===== config.mk =====
export PLATFORM = sky130hd
export DESIGN_NAME = dl_skid_buf_flat
export DESIGN_NICKNAME = d
export VERILOG_FILES = /design/src/rtl/dl_pkg.sv /design/src/rtl/dl_skid_buf_if.sv /design/src/rtl/dl_skid_buf_ctrl.sv /design/src/rtl/dl_skid_buf.sv /design/src/flat_wrapper.sv
export SDC_FILE = /design/constraint.sdc
export NUM_CORES = 1
export LEC_CHECK = 0
export ABC_AREA = 0
export CELL_PAD_IN_SITES_DETAIL_PLACEMENT = 2
export CELL_PAD_IN_SITES_GLOBAL_PLACEMENT = 2
export CORE_MARGIN = 1
export CORE_UTILIZATION = 30
export DETAILED_ROUTE_END_ITERATION = 6
export PLACE_DENSITY_LB_ADDON = 0.1
export SETUP_SLACK_MARGIN = 0.1
export SLEW_MARGIN = 10
export SYNTH_ARGS = -nofsm -noshare
export SYNTH_HDL_FRONTEND = slang
export SYNTH_SLANG_ARGS = --single-unit

===== constraint.sdc =====
create_clock -name clk -period 2.7 [get_ports clk]
set_input_delay 0.54 -clock clk [delete_from_list [all_inputs] [get_ports clk]]
set_output_delay 0.54 -clock clk [all_outputs]
set_load 0.005 [all_outputs]

===== src/rtl/dl_pkg.sv =====
// Shared types for the dl skid buffer: FSM state encoding and default data width.
package dl_pkg;

  typedef enum logic [1:0] {
    SKID_EMPTY = 2'b00,
    SKID_BUSY  = 2'b01,
    SKID_FULL  = 2'b10
  } skid_state_e;

  localparam int DEFAULT_NUM_BITS = 32;

endpackage


===== src/rtl/dl_skid_buf_if.sv =====
// Valid/ready bundle around the skid buffer: upstream (in_*) and downstream (out_*) sides.
interface dl_skid_buf_if
  import dl_pkg::*;
#(
    parameter int NUM_BITS = DEFAULT_NUM_BITS
);

    // A beat moves on a rising edge where valid & ready are both high; a source holds
    // valid and data steady until that edge, and ready never waits on valid.
    logic                in_valid;
    logic                in_ready;
    logic [NUM_BITS-1:0] in_data;
    logic                out_valid;
    logic                out_ready;
    logic [NUM_BITS-1:0] out_data;

    modport slave (
        input  in_valid, in_data, out_ready,
        output in_ready, out_valid, out_data
    );

    modport master (
        output in_valid, in_data, out_ready,
        input  in_ready, out_valid, out_data
    );

endinterface


===== src/rtl/dl_skid_buf_ctrl.sv =====
// Skid buffer control: occupancy FSM with registered in_ready/out_valid and datapath load enables.
module dl_skid_buf_ctrl
  import dl_pkg::*;
(
    input  logic        clk,
    input  logic        rst,
    input  logic        flush,
    input  logic        in_valid,
    input  logic        out_ready,
    output logic        in_ready,
    output logic        out_valid,
    output logic        load_main,
    output logic        load_skid,
    output logic        sel_skid,
    output skid_state_e state
);

    skid_state_e next_state;
    logic        in_fire;
    logic        out_fire;

    assign in_fire  = in_valid & in_ready;
    assign out_fire = out_valid & out_ready;

    always_comb begin
        next_state = state;
        load_main  = 1'b0;
        load_skid  = 1'b0;
        sel_skid   = 1'b0;
        case (state)
            SKID_EMPTY: begin
                if (in_fire) begin
                    next_state = SKID_BUSY;
                    load_main  = 1'b1;
                end
            end
            SKID_BUSY: begin
                if (in_fire && out_fire) begin
                    load_main = 1'b1;
                end else if (in_fire) begin
                    next_state = SKID_FULL;
                    load_skid  = 1'b1;
                end else if (out_fire) begin
                    next_state = SKID_EMPTY;
                end
            end
            SKID_FULL: begin
                // in_ready is low here, so only the drain side can move
                if (out_fire) begin
                    next_state = SKID_BUSY;
                    load_main  = 1'b1;
                    sel_skid   = 1'b1;
                end
            end
            default: next_state = SKID_EMPTY;
        endcase
        // Flush drops everything, including a beat accepted on the same edge
        if (flush) begin
            next_state = SKID_EMPTY;
            load_main  = 1'b0;
            load_skid  = 1'b0;
            sel_skid   = 1'b0;
        end
    end

    always_ff @(posedge clk) begin
        if (rst) begin
            state     <= SKID_EMPTY;
            in_ready  <= 1'b1;
            out_valid <= 1'b0;
        end else begin
            state     <= next_state;
            in_ready  <= (next_state != SKID_FULL);
            out_valid <= (next_state != SKID_EMPTY);
        end
    end

endmodule


===== src/rtl/dl_skid_buf.sv =====
// Two-entry valid/ready skid buffer: main register drives out_data, skid register absorbs overflow.
module dl_skid_buf
  import dl_pkg::*;
#(
    parameter int NUM_BITS = DEFAULT_NUM_BITS
)(
    input  logic               clk,
    input  logic               rst,
    input  logic               flush,
    dl_skid_buf_if.slave       bus,
    output skid_state_e        dbg_state
);

    logic                in_ready;
    logic                out_valid;
    logic                load_main;
    logic                load_skid;
    logic                sel_skid;
    logic [NUM_BITS-1:0] main_q;
    logic [NUM_BITS-1:0] skid_q;

    dl_skid_buf_ctrl u_ctrl (
        .clk       (clk),
        .rst       (rst),
        .flush     (flush),
        .in_valid  (bus.in_valid),
        .out_ready (bus.out_ready),
        .in_ready  (in_ready),
        .out_valid (out_valid),
        .load_main (load_main),
        .load_skid (load_skid),
        .sel_skid  (sel_skid),
        .state     (dbg_state)
    );

    always_ff @(posedge clk) begin
        if (rst) begin
            main_q <= '0;
            skid_q <= '0;
        end else begin
            if (load_skid) skid_q <= bus.in_data;
            if (load_main) main_q <= sel_skid ? skid_q : bus.in_data;
        end
    end

    assign bus.in_ready  = in_ready;
    assign bus.out_valid = out_valid;
    assign bus.out_data  = main_q;

endmodule


===== src/flat_wrapper.sv =====
// flat-port wrapper written by rule: the top's interface ports become plain ports
module dl_skid_buf_flat import dl_pkg::*;
#(
    parameter int NUM_BITS = DEFAULT_NUM_BITS
)
  (clk, rst, flush, dbg_state, bus_in_valid, bus_in_data, bus_out_ready, bus_in_ready, bus_out_valid, bus_out_data);
  dl_skid_buf_if #(.NUM_BITS(NUM_BITS)) bus_i ();
  input  logic clk;
  input  logic rst;
  input  logic flush;
  output skid_state_e dbg_state;
  input wire logic [$bits(bus_i.in_valid)-1:0] bus_in_valid;
  input wire logic [$bits(bus_i.in_data)-1:0] bus_in_data;
  input wire logic [$bits(bus_i.out_ready)-1:0] bus_out_ready;
  output wire logic [$bits(bus_i.in_ready)-1:0] bus_in_ready;
  output wire logic [$bits(bus_i.out_valid)-1:0] bus_out_valid;
  output wire logic [$bits(bus_i.out_data)-1:0] bus_out_data;
  assign bus_i.in_valid = bus_in_valid;
  assign bus_i.in_data = bus_in_data;
  assign bus_i.out_ready = bus_out_ready;
  assign bus_in_ready = bus_i.in_ready;
  assign bus_out_valid = bus_i.out_valid;
  assign bus_out_data = bus_i.out_data;
  dl_skid_buf #(.NUM_BITS(NUM_BITS)) u_core (.clk(clk), .rst(rst), .flush(flush), .bus(bus_i), .dbg_state(dbg_state));
endmodule

==> results.tsv, run 1 <==
metric	value	unit
fp-row-count	34	
drt_pass1_iterations	6	
grt_first_pass_wirelength	13.7	mm
post_cts_buffers	0	
detailroute.via_count	2565	
syn_area_per_cell	8.95	um2
report.final.setup_viol	0	
status	completed	
tritoncts.num_buffers	9	
cp_data_required_time	2940	ps
post_synth_fa_ha_maj_area_fraction	0	%
yosys_register_bits	68	
via_per_inst	5.26	
post-route-min-period	2070	ps
max_frequency	0.482	GHz
power_density	578	nW/um2
avgRoutedWirePerCell	16.9	um
ys_warn_count	0	
critical_path_buf_inv_count	2	
dpl.cell_count	474	
fin_cells	488	
setup-tns-final	0	ps
worstPathCellList	clkdlybuf4s50_1 -> nand3_1 -> or3_2 -> buf_4 -> mux2i_1 -> a221oi_1	
critical_path.endpoint_type	flop	
drtAntennaViolNets	0	
rsz0062_at_grt	false	
synth.net_count	347	
post_cts_resize_count	0	
critPathArrivalTime	2310	ps
drtIter0Drc	73	
max_capacitance_violation_count	0	
ctsHoldBuffers	0	
layout_commonest_cell	sky130_fd_sc_hd__clkdlybuf4s50_1	
synthDistinctLibCells	25	
dieWidth	98.2	um
worst_margin_pin_slew	488	ps
critical_path.max_fanout	10	
cts.sinks	68	
first_global_vias	2842	
holdWs	459	ps
boundary_pin_count	73	
critical_path.top_delay_family	buffers and inverters	
yosys.area_share.xor_xnor	0	%
drive_above_1_share	8.95	%
synth_cells	310	
finalWirelength	8.27	mm
slew-limit-headroom	66.6	%
slowest_delay	500	ps
numPortBuffers	72	
path_class	in2reg	
holdCritPathClass	reg2reg	
insertedDiodeCount	0	
mostFrequentLayoutCells	sky130_fd_sc_hd__clkdlybuf4s50_1 (71), sky130_fd_sc_hd__dfxtp_1 (68), sky130_fd_sc_hd__nand2_1 (66), sky130_fd_sc_hd__nor2_1 (33)	
fin_area	3840	um2
dieHeight	98.2	um
floorplan.initialDensity	31.3	%
slew_violations	0	
grt_antenna_before_repair	0	
dominantRegCellSynth	sky130_fd_sc_hd__dfxtp_1	
clk_transition_reported_paths	70	ps
final_nets	414	
detailed_place.area	3650	um2
compound_gate_portion_of_the_synthesized_area	17.3	%
clock_skew	6.46	ps
synth.mux.area_fraction	11.5	%
async_flop_share	0	%
clock_tree_from_tritoncts	yes	
critical_path.slowest_cell	sky130_fd_sc_hd__clkdlybuf4s50_1	
flow.area_growth_from_synthesis	38.5	%
main_combinational_cell_family_by_area_after_synthesis	compound AO/OA/AOI/OAI gates	
synth-seq-area-share	49.1	%
post_synth_and_or_nand_nor_area_fraction	17.1	%
worst_setup_path_start_kind	input port	
global_route.usage.total	18.1	%
cts_max_path_buffers	2	
grt_max_degree	45	
leakagePower	1.56	nW
syn_area	2770	um2
clkLatencyLatePin	340	ps
grt_remaining_overflow	0	
clock-root-buffer	sky130_fd_sc_hd__clkbuf_8	
place_hpwl	5.39	mm
drcViolationCount	0	
place.gp.congestion	0.739	
hold_viol_final	0	
power.ir.vdd_worst	0.261	mV
finalCoreUtilization	43.4	%
ctsHtreeMaxLevel	3	
die_area	9640	um2
core_area	8850	um2
synth_enable_flop_cells	0	
period_share	76.8	%
-- through the flow --
step                      power, mW  setup WS [ps]
after floorplan                1.22            865
after global placement         1.41            361
after detailed placement       1.42            301
after CTS                      2.26            641
after global routing           2.33            541
final                          2.22            625
-- synth_stat cells (all sizes together), types with 2 or more instances --
cell type | number | area (um2)
a2111oi | 2 | 17.5
a21oi | 32 | 160
a221oi | 32 | 280
buf | 14 | 77.6
clkbuf | 14 | 52.6
dfxtp | 68 | 1360
inv | 2 | 7.50
mux2i | 32 | 320
nand2 | 66 | 248
nand3 | 3 | 15.0
nor2 | 33 | 124
-- area by class of cell --
type	instances	area, um2
clock inverters	2	35.0
well taps	108	135
flip-flops and latches	68	1360
multi-input cells	212	1310
inverters	2	7.51
clock buffers	12	155
fillers	994	5010
repair buffers	84	843
-- power by group --
| part | internal, mW | leakage [nW] | switching (mW) |
|---|---|---|---|
| Clock | 0.466 | 0.0983 | 0.363 |
| Combinational | 0.175 | 0.906 | 0.133 |
| Sequential | 1.05 | 0.555 | 0.0300 |
-- sequential cells by signal, indices dropped and copies added, names as in the netlist --
name	cells
u_core.skid_q	32
u_core.u_ctrl.state	2
u_core.u_ctrl.out_valid	1
u_core.u_ctrl.in_ready	1
u_core.bus.out_data	32
-- logic make-up (layout without fill, tap and decap cells) --
group	after synthesis	in the layout
compound gates	69	69
buf+inv	30	100
flops	68	68
mux	32	32
simple gates	111	111
-- tightest hold or removal path: stages (launching register included) --
cell,delay (ps)
sky130_fd_sc_hd__dfxtp_1,310
sky130_fd_sc_hd__nand2_1,50
sky130_fd_sc_hd__a21oi_1,50
-- metal layers --
layer / track usage (%) / vias to the layer above / share of wire (%) / wire [um]
li1: - / 1223 / - / -
met1: 21.1 / 1285 / 44 / 3640
met2: 32.9 / 48 / 51 / 4260
met3: 4.37 / 9 / 3.4 / 282
met4: 5.28 / 0 / 1.1 / 88
met5: 0 / - / 0 / 0
-- worst paths after layout --
kind	cells past startpoint	startpoint	to	slack [ps]
worst max-delay path	6	bus_out_ready	u_core.bus.out_data[23]$_SDFFE_PP0P_	630
worst max register to register	5	u_core.u_ctrl.state[0]$_SDFF_PP0_	u_core.skid_q[19]$_SDFFE_PP0P_	910
worst min-delay path	2	u_core.skid_q[26]$_SDFFE_PP0P_	u_core.skid_q[26]$_SDFFE_PP0P_	460
worst min register to register	2	u_core.skid_q[26]$_SDFFE_PP0P_	u_core.skid_q[26]$_SDFFE_PP0P_	460
No activity file was read; power rests on OpenSTA's default activity.
==> run 2, diff against run 1 <==
--- a/config.mk
+++ b/config.mk
@@ -9,7 +9,7 @@
 export CELL_PAD_IN_SITES_DETAIL_PLACEMENT = 2
 export CELL_PAD_IN_SITES_GLOBAL_PLACEMENT = 2
 export CORE_MARGIN = 1
-export CORE_UTILIZATION = 30
+export CORE_UTILIZATION = 28
 export DETAILED_ROUTE_END_ITERATION = 6
 export PLACE_DENSITY_LB_ADDON = 0.1
 export SETUP_SLACK_MARGIN = 0.1
==> constraint.sdc (replaced) <==
create_clock -name clk -period 1.95 [get_ports clk]
set_input_delay 0.39 -clock clk [delete_from_list [all_inputs] [get_ports clk]]
set_output_delay 0.39 -clock clk [all_outputs]
set_load 0.005 [all_outputs]
==> run 2 against run 1 <==
Hold slack worse by 66 ps. Clock power up 47%. Global-route usage up 0.54 points. Power up 44%. Largest cell class unchanged.
==> results.tsv, run 2 (synthesized netlist as in run 1, its figures left out) <==
metric	value	unit
grt_first_pass_wirelength	14.7	mm
insertedDiodeCount	0	
max_capacitance_violation_count	0	
die_area	10300	um2
critical_path_buf_inv_count	3	
layout_filler_cell_count	1034	
reg2reg_to	u_core.skid_q[15]$_SDFFE_PP0P_	
dieHeight	102	um
power.ir.vdd_worst	0.335	mV
leakagePower	1.66	nW
report.final.setup_viol	0	
clock_tree_from_tritoncts	yes	
final_nets	427	
clkLatencyLatePin	340	ps
detailed_place.area	3790	um2
grt_remaining_overflow	0	
ctsHtreeMaxLevel	3	
dpl.cell_count	506	
drtIter0Drc	82	
rsz0062_at_grt	true	
cellInternalPower	2.42	mW
critical_path.max_fanout	15	
hold_viol_final	0	
numPortBuffers	72	
fin_cells	523	
clock_skew	5.40	ps
cp_data_required_time	2170	ps
tritoncts.num_buffers	9	
core_area	9420	um2
clk_transition_reported_paths	70	ps
floorplan.initialDensity	29.5	%
met3WireLength	235	um
finalWirelength	8.92	mm
worst_margin_pin_slew	680	ps
r2r_start	u_core.u_ctrl.state[0]$_SDFF_PP0_	
drcViolationCount	0	
highest_layer	met4	
detailroute.wirelength.met2	4.53	mm
first_global_vias	2988	
slowest_delay	590	ps
post-route-min-period	1800	ps
fp-row-count	35	
critical_path.endpoint_type	flop	
clock_power_share	38.1	%
slew-limit-headroom	53.5	%
grt_max_degree	33	
slew_violations	0	
drtAntennaViolNets	0	
mostFrequentLayoutCells	sky130_fd_sc_hd__clkdlybuf4s50_1 (71), sky130_fd_sc_hd__dfxtp_1 (68), sky130_fd_sc_hd__nand2_1 (66), sky130_fd_sc_hd__nor2_1 (33)	
grt_antenna_before_repair	0	
power_density	785	nW/um2
place.gp.congestion	0.668	
max_frequency	0.557	GHz
flow.area_growth_from_synthesis	46.5	%
worst_hold_path_cell_count	3	
regToRegSetupSlack	260	ps
holdCritPathClass	in2reg	
reg2reg_depth	5	
layout_commonest_cell	sky130_fd_sc_hd__clkdlybuf4s50_1	
critPathArrivalTime	2010	ps
netSwitchingFraction	24.0	%
period_share	92.1	%
worstPathCellList	clkdlybuf4s50_1 -> buf_4 -> or4b_1 -> buf_4 -> nand2_1 -> a21oi_1	
status	completed	
worst_setup_path_start_kind	input port	
cp_common_cell	sky130_fd_sc_hd__buf_4	
fin_area	4060	um2
critical_path.slowest_cell	sky130_fd_sc_hd__or4b_1	
via_per_inst	5.02	
drt_pass1_iterations	4	
critical_path.top_delay_family	buffers and inverters	
finalCoreUtilization	43.1	%
cts_max_path_buffers	2	
global_route.usage.total	18.7	%
cts.sinks	68	
place_hpwl	6.00	mm
detail_route.wirelength.met1	4.01	mm
boundary_pin_count	73	
power_frac_comb	14.9	%
avgRoutedWirePerCell	17.0	um
netSwitchingPower	0.766	mW
sequentialPowerShare	46.9	%
drive_above_1_share	12.4	%
hold_path.startpoint	rst	
path_class	in2reg	
detailroute.via_count	2627	
dieWidth	102	um
worst_hold_end	u_core.u_ctrl.in_ready$_SDFF_PP1_	
clock-root-buffer	sky130_fd_sc_hd__clkbuf_8	
==> run 2: routing by layer <==
layer	vias to the layer above	global-route usage, %
met1	1315	21.9
met4	0	7.36
li1	1253	-
met3	13	2.97
met2	46	33.7
met5	-	0
==> run 2: worst max-delay path by stage <==
stage / cells past startpoint / from / slack (ps) / end
global route: 6 / bus_out_ready / 90 / u_core.bus.out_data[1]$_SDFFE_PP0P_
detailed placement: 6 / bus_out_ready / -310 / u_core.bus.out_data[24]$_SDFFE_PP0P_
CTS: 7 / bus_out_ready / 160 / u_core.skid_q[13]$_SDFFE_PP0P_
floorplan: 6 / flush / 260 / u_core.bus.out_data[10]$_SDFFE_PP0P_
global placement: 6 / bus_out_ready / -230 / u_core.bus.out_data[25]$_SDFFE_PP0P_
finish: 6 / flush / 150 / u_core.skid_q[15]$_SDFFE_PP0P_
==> run 2: worst reg2reg max path: stages (launching register included) <==
cell and delay, ps:
sky130_fd_sc_hd__dfxtp_1 480, sky130_fd_sc_hd__inv_2 100, sky130_fd_sc_hd__or4b_1 590, sky130_fd_sc_hd__buf_4 240
sky130_fd_sc_hd__nand2_1 90, sky130_fd_sc_hd__a21oi_1 60
==> run 2: per-stage QoR <==
step | setup WS (ps) | power (mW) | TNS, ps | hold WS (ps)
after detailed placement | -309 | 1.99 | -12670 | 452
after CTS | 159 | 3.22 | 0 | 375
after global routing | 89.3 | 3.34 | 0 | 411
after global placement | -231 | 1.98 | -10810 | 442
final | 154 | 3.19 | 0 | 393
after floorplan | 265 | 1.69 | 0 | 436
==> run 2: area by class of cell <==
| class | instances | area (um2) | share of cell area [%] |
|---|---|---|---|
| sequential | 68 | 1360 | 33.5 |
| multi-input combinational | 212 | 1320 | 32.6 |
| inverter | 2 | 7.51 | 0.185 |
| clock inverter | 1 | 30.0 | 0.739 |
| tap | 129 | 161 | 3.97 |
| timing repair buffer | 97 | 1010 | 24.8 |
| clock buffer | 14 | 173 | 4.25 |
==> run 2: power groups by stage <==
stage / sequential (mW) / combinational [mW] / clock (mW)
finish: 1.50 / 0.476 / 1.22
global route: 1.50 / 0.521 / 1.32
CTS: 1.50 / 0.469 / 1.26
detailed placement: 1.53 / 0.463 / 0
global placement: 1.53 / 0.450 / 0
floorplan: 1.53 / 0.163 / 0
==> run 2: timing repair <==
action / CTS / global route
pin swaps: 1 / 1
hold buffers: 0 / 0
endpoints found under the setup margin: 12 / 11
resized for setup: 4 / 3
setup buffers: 0 / 1
gates cloned: 0 / 1
